File: config.mk
export PLATFORM = sky130hd
export DESIGN_NAME = decryption_reg_arbiter
export DESIGN_NICKNAME = d
export VERILOG_FILES = /design/src/rtl/decryption_pkg.sv /design/src/rtl/decryption_rr_pick.sv /design/src/rtl/decryption_reg_arbiter.sv
export SDC_FILE = /design/constraint.sdc
export NUM_CORES = 1
export LEC_CHECK = 0
export ABC_AREA = 1
export CAP_MARGIN = 20
export CORE_MARGIN = 3
export CORE_UTILIZATION = 30
export CTS_CLUSTER_DIAMETER = 80
export DETAILED_ROUTE_END_ITERATION = 8
export PLACE_DENSITY = 0.69
export SLEW_MARGIN = 0
export SYNTH_ARGS = -nofsm -noshare
export SYNTH_HDL_FRONTEND = slang
export SYNTH_SLANG_ARGS = --single-unit
File: constraint.sdc
create_clock -name clk -period 2.15 [get_ports clk]
set_input_delay 0.3225 -clock clk [delete_from_list [all_inputs] [get_ports clk]]
set_output_delay 0.3225 -clock clk [all_outputs]
set_load 0.03 [all_outputs]
File: src/rtl/decryption_pkg.sv
`default_nettype none
// +--------------------------------------------------------------------+
// | decryption_pkg: shared FSM states, op codes and regfile addresses  |
// | Rev 1.0                                                            |
// +--------------------------------------------------------------------+
package decryption_pkg;

  typedef enum logic [1:0] {
    ST_IDLE  = 2'd0,
    ST_ISSUE = 2'd1,
    ST_WAIT  = 2'd2,
    ST_RESP  = 2'd3
  } state_t;

  localparam logic OP_READ  = 1'b0;
  localparam logic OP_WRITE = 1'b1;

  localparam logic [7:0] ADDR_CTRL   = 8'h00;
  localparam logic [7:0] ADDR_KEY_LO = 8'h10;
  localparam logic [7:0] ADDR_KEY_HI = 8'h12;
  localparam logic [7:0] ADDR_STATUS = 8'h14;

endpackage : decryption_pkg
`default_nettype wire

File: src/rtl/decryption_rr_pick.sv
`default_nettype none
// +--------------------------------------------------------------------+
// | decryption_rr_pick: 2-way round-robin picker, one-hot result       |
// | Rev 1.0                                                            |
// +--------------------------------------------------------------------+
module decryption_rr_pick (
  input  logic [1:0] req,
  input  logic       last_grant,
  output logic [1:0] pick
);

  // On contention the port that did not win last time takes the grant.
  always_comb begin
    pick = req;
    if (req == 2'b11) begin
      pick = last_grant ? 2'b01 : 2'b10;
    end
  end

endmodule : decryption_rr_pick
`default_nettype wire

File: src/rtl/decryption_reg_arbiter.sv
`default_nettype none
// +--------------------------------------------------------------------+
// | decryption_reg_arbiter: round-robin share of the regfile port      |
// | between host bridge (0) and key-loader (1), with done watchdog.    |
// | Rev 1.0                                                            |
// +--------------------------------------------------------------------+
module decryption_reg_arbiter
  import decryption_pkg::*;
#(
  parameter int ADDR_WIDTH     = 8,
  parameter int REG_WIDTH      = 16,
  parameter int TIMEOUT_CYCLES = 8
) (
  input  logic                  clk,
  input  logic                  rst_n,
  input  logic [ADDR_WIDTH-1:0] m0_addr,
  input  logic                  m0_read,
  input  logic                  m0_write,
  input  logic [REG_WIDTH-1:0]  m0_wdata,
  output logic [REG_WIDTH-1:0]  m0_rdata,
  output logic                  m0_done,
  output logic                  m0_error,
  input  logic [ADDR_WIDTH-1:0] m1_addr,
  input  logic                  m1_read,
  input  logic                  m1_write,
  input  logic [REG_WIDTH-1:0]  m1_wdata,
  output logic [REG_WIDTH-1:0]  m1_rdata,
  output logic                  m1_done,
  output logic                  m1_error,
  output logic [ADDR_WIDTH-1:0] s_addr,
  output logic                  s_read,
  output logic                  s_write,
  output logic [REG_WIDTH-1:0]  s_wdata,
  input  logic [REG_WIDTH-1:0]  s_rdata,
  input  logic                  s_done,
  input  logic                  s_error,
  output logic [1:0]            grant,
  output logic                  busy
);

  localparam int CNT_W = (TIMEOUT_CYCLES > 2) ? $clog2(TIMEOUT_CYCLES) : 1;
  localparam logic [CNT_W-1:0] CNT_LAST = CNT_W'(TIMEOUT_CYCLES - 1);

  state_t                r_state;
  logic [1:0]            r_grant;
  logic                  r_last_grant;
  logic [ADDR_WIDTH-1:0] r_addr;
  logic [REG_WIDTH-1:0]  r_wdata;
  logic                  r_op;
  logic [CNT_W-1:0]      r_cnt;

  logic [1:0]            w_req;
  logic [1:0]            w_pick;
  logic [ADDR_WIDTH-1:0] w_addr;
  logic [REG_WIDTH-1:0]  w_wdata;
  logic                  w_op;
  logic                  w_resp_now;
  logic [REG_WIDTH-1:0]  w_resp_rdata;
  logic                  w_resp_error;

  assign w_req   = {m1_read | m1_write, m0_read | m0_write};
  assign w_addr  = w_pick[1] ? m1_addr  : m0_addr;
  assign w_wdata = w_pick[1] ? m1_wdata : m0_wdata;
  assign w_op    = w_pick[1] ? m1_write : m0_write;

  decryption_rr_pick u_pick (
    .req        (w_req),
    .last_grant (r_last_grant),
    .pick       (w_pick)
  );

  // A missing done after the last WAIT cycle becomes an error with zero data.
  assign w_resp_now   = s_done || (r_cnt == CNT_LAST);
  assign w_resp_rdata = s_done ? s_rdata : '0;
  assign w_resp_error = s_done ? s_error : 1'b1;

  assign s_addr  = r_addr;
  assign s_wdata = r_wdata;
  assign grant   = r_grant;
  assign busy    = (r_state != ST_IDLE);

  always_ff @(posedge clk or negedge rst_n) begin
    if (!rst_n) begin
      r_state      <= ST_IDLE;
      r_grant      <= 2'b00;
      r_last_grant <= 1'b1;
      r_addr       <= '0;
      r_wdata      <= '0;
      r_op         <= OP_READ;
      r_cnt        <= '0;
      s_read       <= 1'b0;
      s_write      <= 1'b0;
      m0_done      <= 1'b0;
      m0_error     <= 1'b0;
      m0_rdata     <= '0;
      m1_done      <= 1'b0;
      m1_error     <= 1'b0;
      m1_rdata     <= '0;
    end else begin
      case (r_state)
        ST_IDLE: begin
          if (|w_pick) begin
            r_grant      <= w_pick;
            r_last_grant <= w_pick[1];
            r_addr       <= w_addr;
            r_wdata      <= w_wdata;
            r_op         <= w_op;
            s_write      <= (w_op == OP_WRITE);
            s_read       <= (w_op == OP_READ);
            r_state      <= ST_ISSUE;
          end
        end
        ST_ISSUE: begin
          s_read  <= 1'b0;
          s_write <= 1'b0;
          r_cnt   <= '0;
          r_state <= ST_WAIT;
        end
        ST_WAIT: begin
          if (w_resp_now) begin
            m0_done  <= r_grant[0];
            m0_error <= r_grant[0] & w_resp_error;
            m0_rdata <= r_grant[0] ? w_resp_rdata : '0;
            m1_done  <= r_grant[1];
            m1_error <= r_grant[1] & w_resp_error;
            m1_rdata <= r_grant[1] ? w_resp_rdata : '0;
            r_state  <= ST_RESP;
          end else begin
            r_cnt <= r_cnt + 1'b1;
          end
        end
        ST_RESP: begin
          m0_done  <= 1'b0;
          m0_error <= 1'b0;
          m0_rdata <= '0;
          m1_done  <= 1'b0;
          m1_error <= 1'b0;
          m1_rdata <= '0;
          r_grant  <= 2'b00;
          r_state  <= ST_IDLE;
        end
        default: r_state <= ST_IDLE;
      endcase
    end
  end

endmodule : decryption_reg_arbiter
`default_nettype wire

==> results.md <==
* Syn avg cell area at 7.71 sq um
* Maxcap violations at 0
* Leak at 2.67 nW
* PwrDens at 1480 nW/um^2
* Max Transition Viols Final at 0
* Drt pass-1 iters at 5
* P_int at 0.00451 W
* Final setup vio count at 0
* Met2 Use GR at 25.1%
* Core ar. at 11600 sq um
* P&R area growth vs syn at 48.1%
* Net count reported at finish at 677
* First-pass GRT wire length at 16.9 mm
* Met3 GRT Util at 4.60%
* Crit Path Class: reg -> out
* Final GP Congestion at 0.781
* Net Sw Frac at 43.5%
* DRT antenna net count at 0
* Max VDD drop at 0.000821 V
* Die area at 13500 sq um
* Total wire length at 9.91 mm
* CTS Hold Bufs at 0
* Fraction of layout cells with a size suffix above 1 at 5.64%
* Syn_nets at 550
* Placed cell count at 730
* Die height at 116 um
* CTS HTree Levels at 3
* Total CTS buffers at 9
* GRT busiest layer: met2
* Post-Synthesis Cells at 471
* Unique cell type count in the Yosys netlist at 24
* Layout fillers at 1134
* Top-count cell post-synth: nand2_1
* Post-synth top cells: 145 x nand2_1, 89 x nand3_1, 73 x inv_1
* Post-synth EDFFs at 0
* Primary FF master, synth: dfrtp_1
* Max Clock Skew at 0.00895 ns
* Global Route met1 Usage at 20.3%
* DR vias/cell at 4.67
* WL/cell at 13.3 um
* Status: complete, no violations
* Num Clock Sinks at 70
* Final Non-Filler Cells at 746
* Via count at 3484
* Seq pwr share at 27.8%
* Setup TNS at 0 ns
* Clock-pin slew on the worst setup and hold paths at 0.06 ns
* Clk_lat worst skew at 0.32 ns
* Final min period at 2.00 ns
* RSZ-0062 raised after global routing: no
* Max transition margin at 41.5%
* CP max FO at 5
* CP required at 1.83 ns
* Hpwl dp at 7.32 mm
* Layout Utilization at 46.3%
* DR iter-0 viols at 273
* Worst slew pin tran at 0.878 ns
* Dominant cell type by area after synthesis: dfrtp_1
* Sequential area share after synthesis at 48.3%
* Yosys top cell area share at 47.6%
* Die width at 116 um
* DRC Markers at 0
* Largest net degree at the start of global routing at 71
* Vias in the first global route at 3536
* Psw at 0.00347 W
* Synth Warn # at 0
* IO buf count at 136
* Final Power at 0.00798 W
* Final period utilization at 92.9%
* Fin. Hold Viols at 0
* Cell row count at 39
* Clock power share at 21.2%
* WHS at 0.114 ns
* Area contributors post-synth: dfrtp_1 48%, nand2_1 15%, nand3_1 12%, inv_1 7.5%, o21ai_1 3.0%
* CTS tree: done
* CP startpoint kind: flip-flop
* N_diodes at 0
* Overall routing resource usage at 15.5%
* Initial antenna violation count at 0
* Remaining Overflow, GRT at 0
* Comb pwr share at 51.1%
* Post-CTS setup buffer count at 0
* Io pins at 137
* Root Buffer: clkbuf_16
* Arrival time worst endpoint at 1.68 ns
* Maximum clock path buffer count at 2
* Synthesized flop and latch total at 70
* Crit path capture type: output pin
* Fmax at 500 MHz
* Asr flop ratio synth at 100%
* Initial Util at 31.3%
* Hold Path Class: in -> async
* Post-synthesis instance area at 3630 sq um
-- timing repair --
item | in CTS | in global routing
resized for setup | 1 | 0
setup endpoints to repair | 1 | 0
hold endpoints to repair | 0 | 0
-- registers in the layout, summed over array words and instances, names as in the netlist --
| register | count |
|---|---|
| s_wdata | 16 |
| m0_done | 1 |
| r_last_grant | 1 |
| s_addr | 8 |
| s_read | 1 |
| m0_error | 1 |
| r_state | 2 |
| m1_done | 1 |
| grant | 2 |
| r_cnt | 3 |
| m0_rdata | 16 |
| s_write | 1 |
| m1_error | 1 |
| m1_rdata | 16 |
-- power groups by stage --
stage	Combinational, W	Sequential, W	Clock (W)
floorplan	0.00180	0.00309	0
global placement	0.00403	0.00221	0
detailed placement	0.00413	0.00222	0
CTS	0.00413	0.00222	0.00172
global route	0.00449	0.00229	0.00177
finish	0.00407	0.00221	0.00169
-- cell families (layout without fill, tap and decap cells) --
logic type	Yosys count	in the layout	share of synthesized area [%]
fa+ha+maj	7	7	2.41
buf+inv	103	235	13.2
simple gates	245	245	29.1
flops	70	70	48.3
compound gates	46	46	6.96
-- final timing paths --
check | slack (ns) | cells after the start | start | to
min reg2reg | 0.48 | 1 | r_cnt[0] | r_cnt[0]
max reg2reg | 0.41 | 6 | r_state[0] | m1_error
min | 0.11 | 1 | rst_n | s_addr[3]
max | 0.15 | 4 | r_state[0] | busy
min in group clk | 0.48 | 1 | r_cnt[0] | r_cnt[0]
max in group asynchronous | 1.45 | 1 | rst_n | m1_rdata[2]
-- critical path: stages (launching register included) --
cell and delay (ns):
dfrtp_1 0.40, inv_1 0.10, ha_1 0.28, inv_1 0.13
dlygate4sd2_1 0.45
-- cell type report --
class	instances	area, sq um	area share, %
multi-input combinational	298	1400	26.0
tap	143	179	3.33
clock buffer	10	229	4.26
inverter	76	285	5.30
sequential	70	1750	32.6
timing repair buffer	143	1420	26.5
clock inverter	6	111	2.07
-- metrics by stage --
stage | cell area, sq um | setup WS, ns
finish | 5380 | 0.152
floorplan | 3630 | 0.704
global placement | 5040 | 0.266
detailed placement | 5040 | 0.233
global route | 5380 | 0.0546
CTS | 5380 | 0.136
-- cells in the final DEF (no fill, tap or decap), drive strengths merged --
| cell type | count |
|---|---|
| nand4 | 1 |
| clkbuf | 10 |
| o21ai | 45 |
| a21oi | 1 |
| dlygate4sd2 | 1 |
| dfstp | 1 |
| inv | 76 |
| nor2 | 6 |
| buf | 8 |
| dfrtp | 69 |
| clkinv | 2 |
| nor3 | 1 |
| bufinv | 3 |
| nand3 | 89 |
| clkdlybuf4s50 | 134 |
| ha | 7 |
| nand2 | 148 |
| clkinvlp | 1 |
-- metal layers --
layer / vias up / share of wire [%]
li1: 1720 / -
met4: 0 / 0.98
met1: 1610 / 43
met3: 8 / 8.0
met5: - / 0
met2: 146 / 48
No activity file was read; power rests on OpenSTA's default activity.
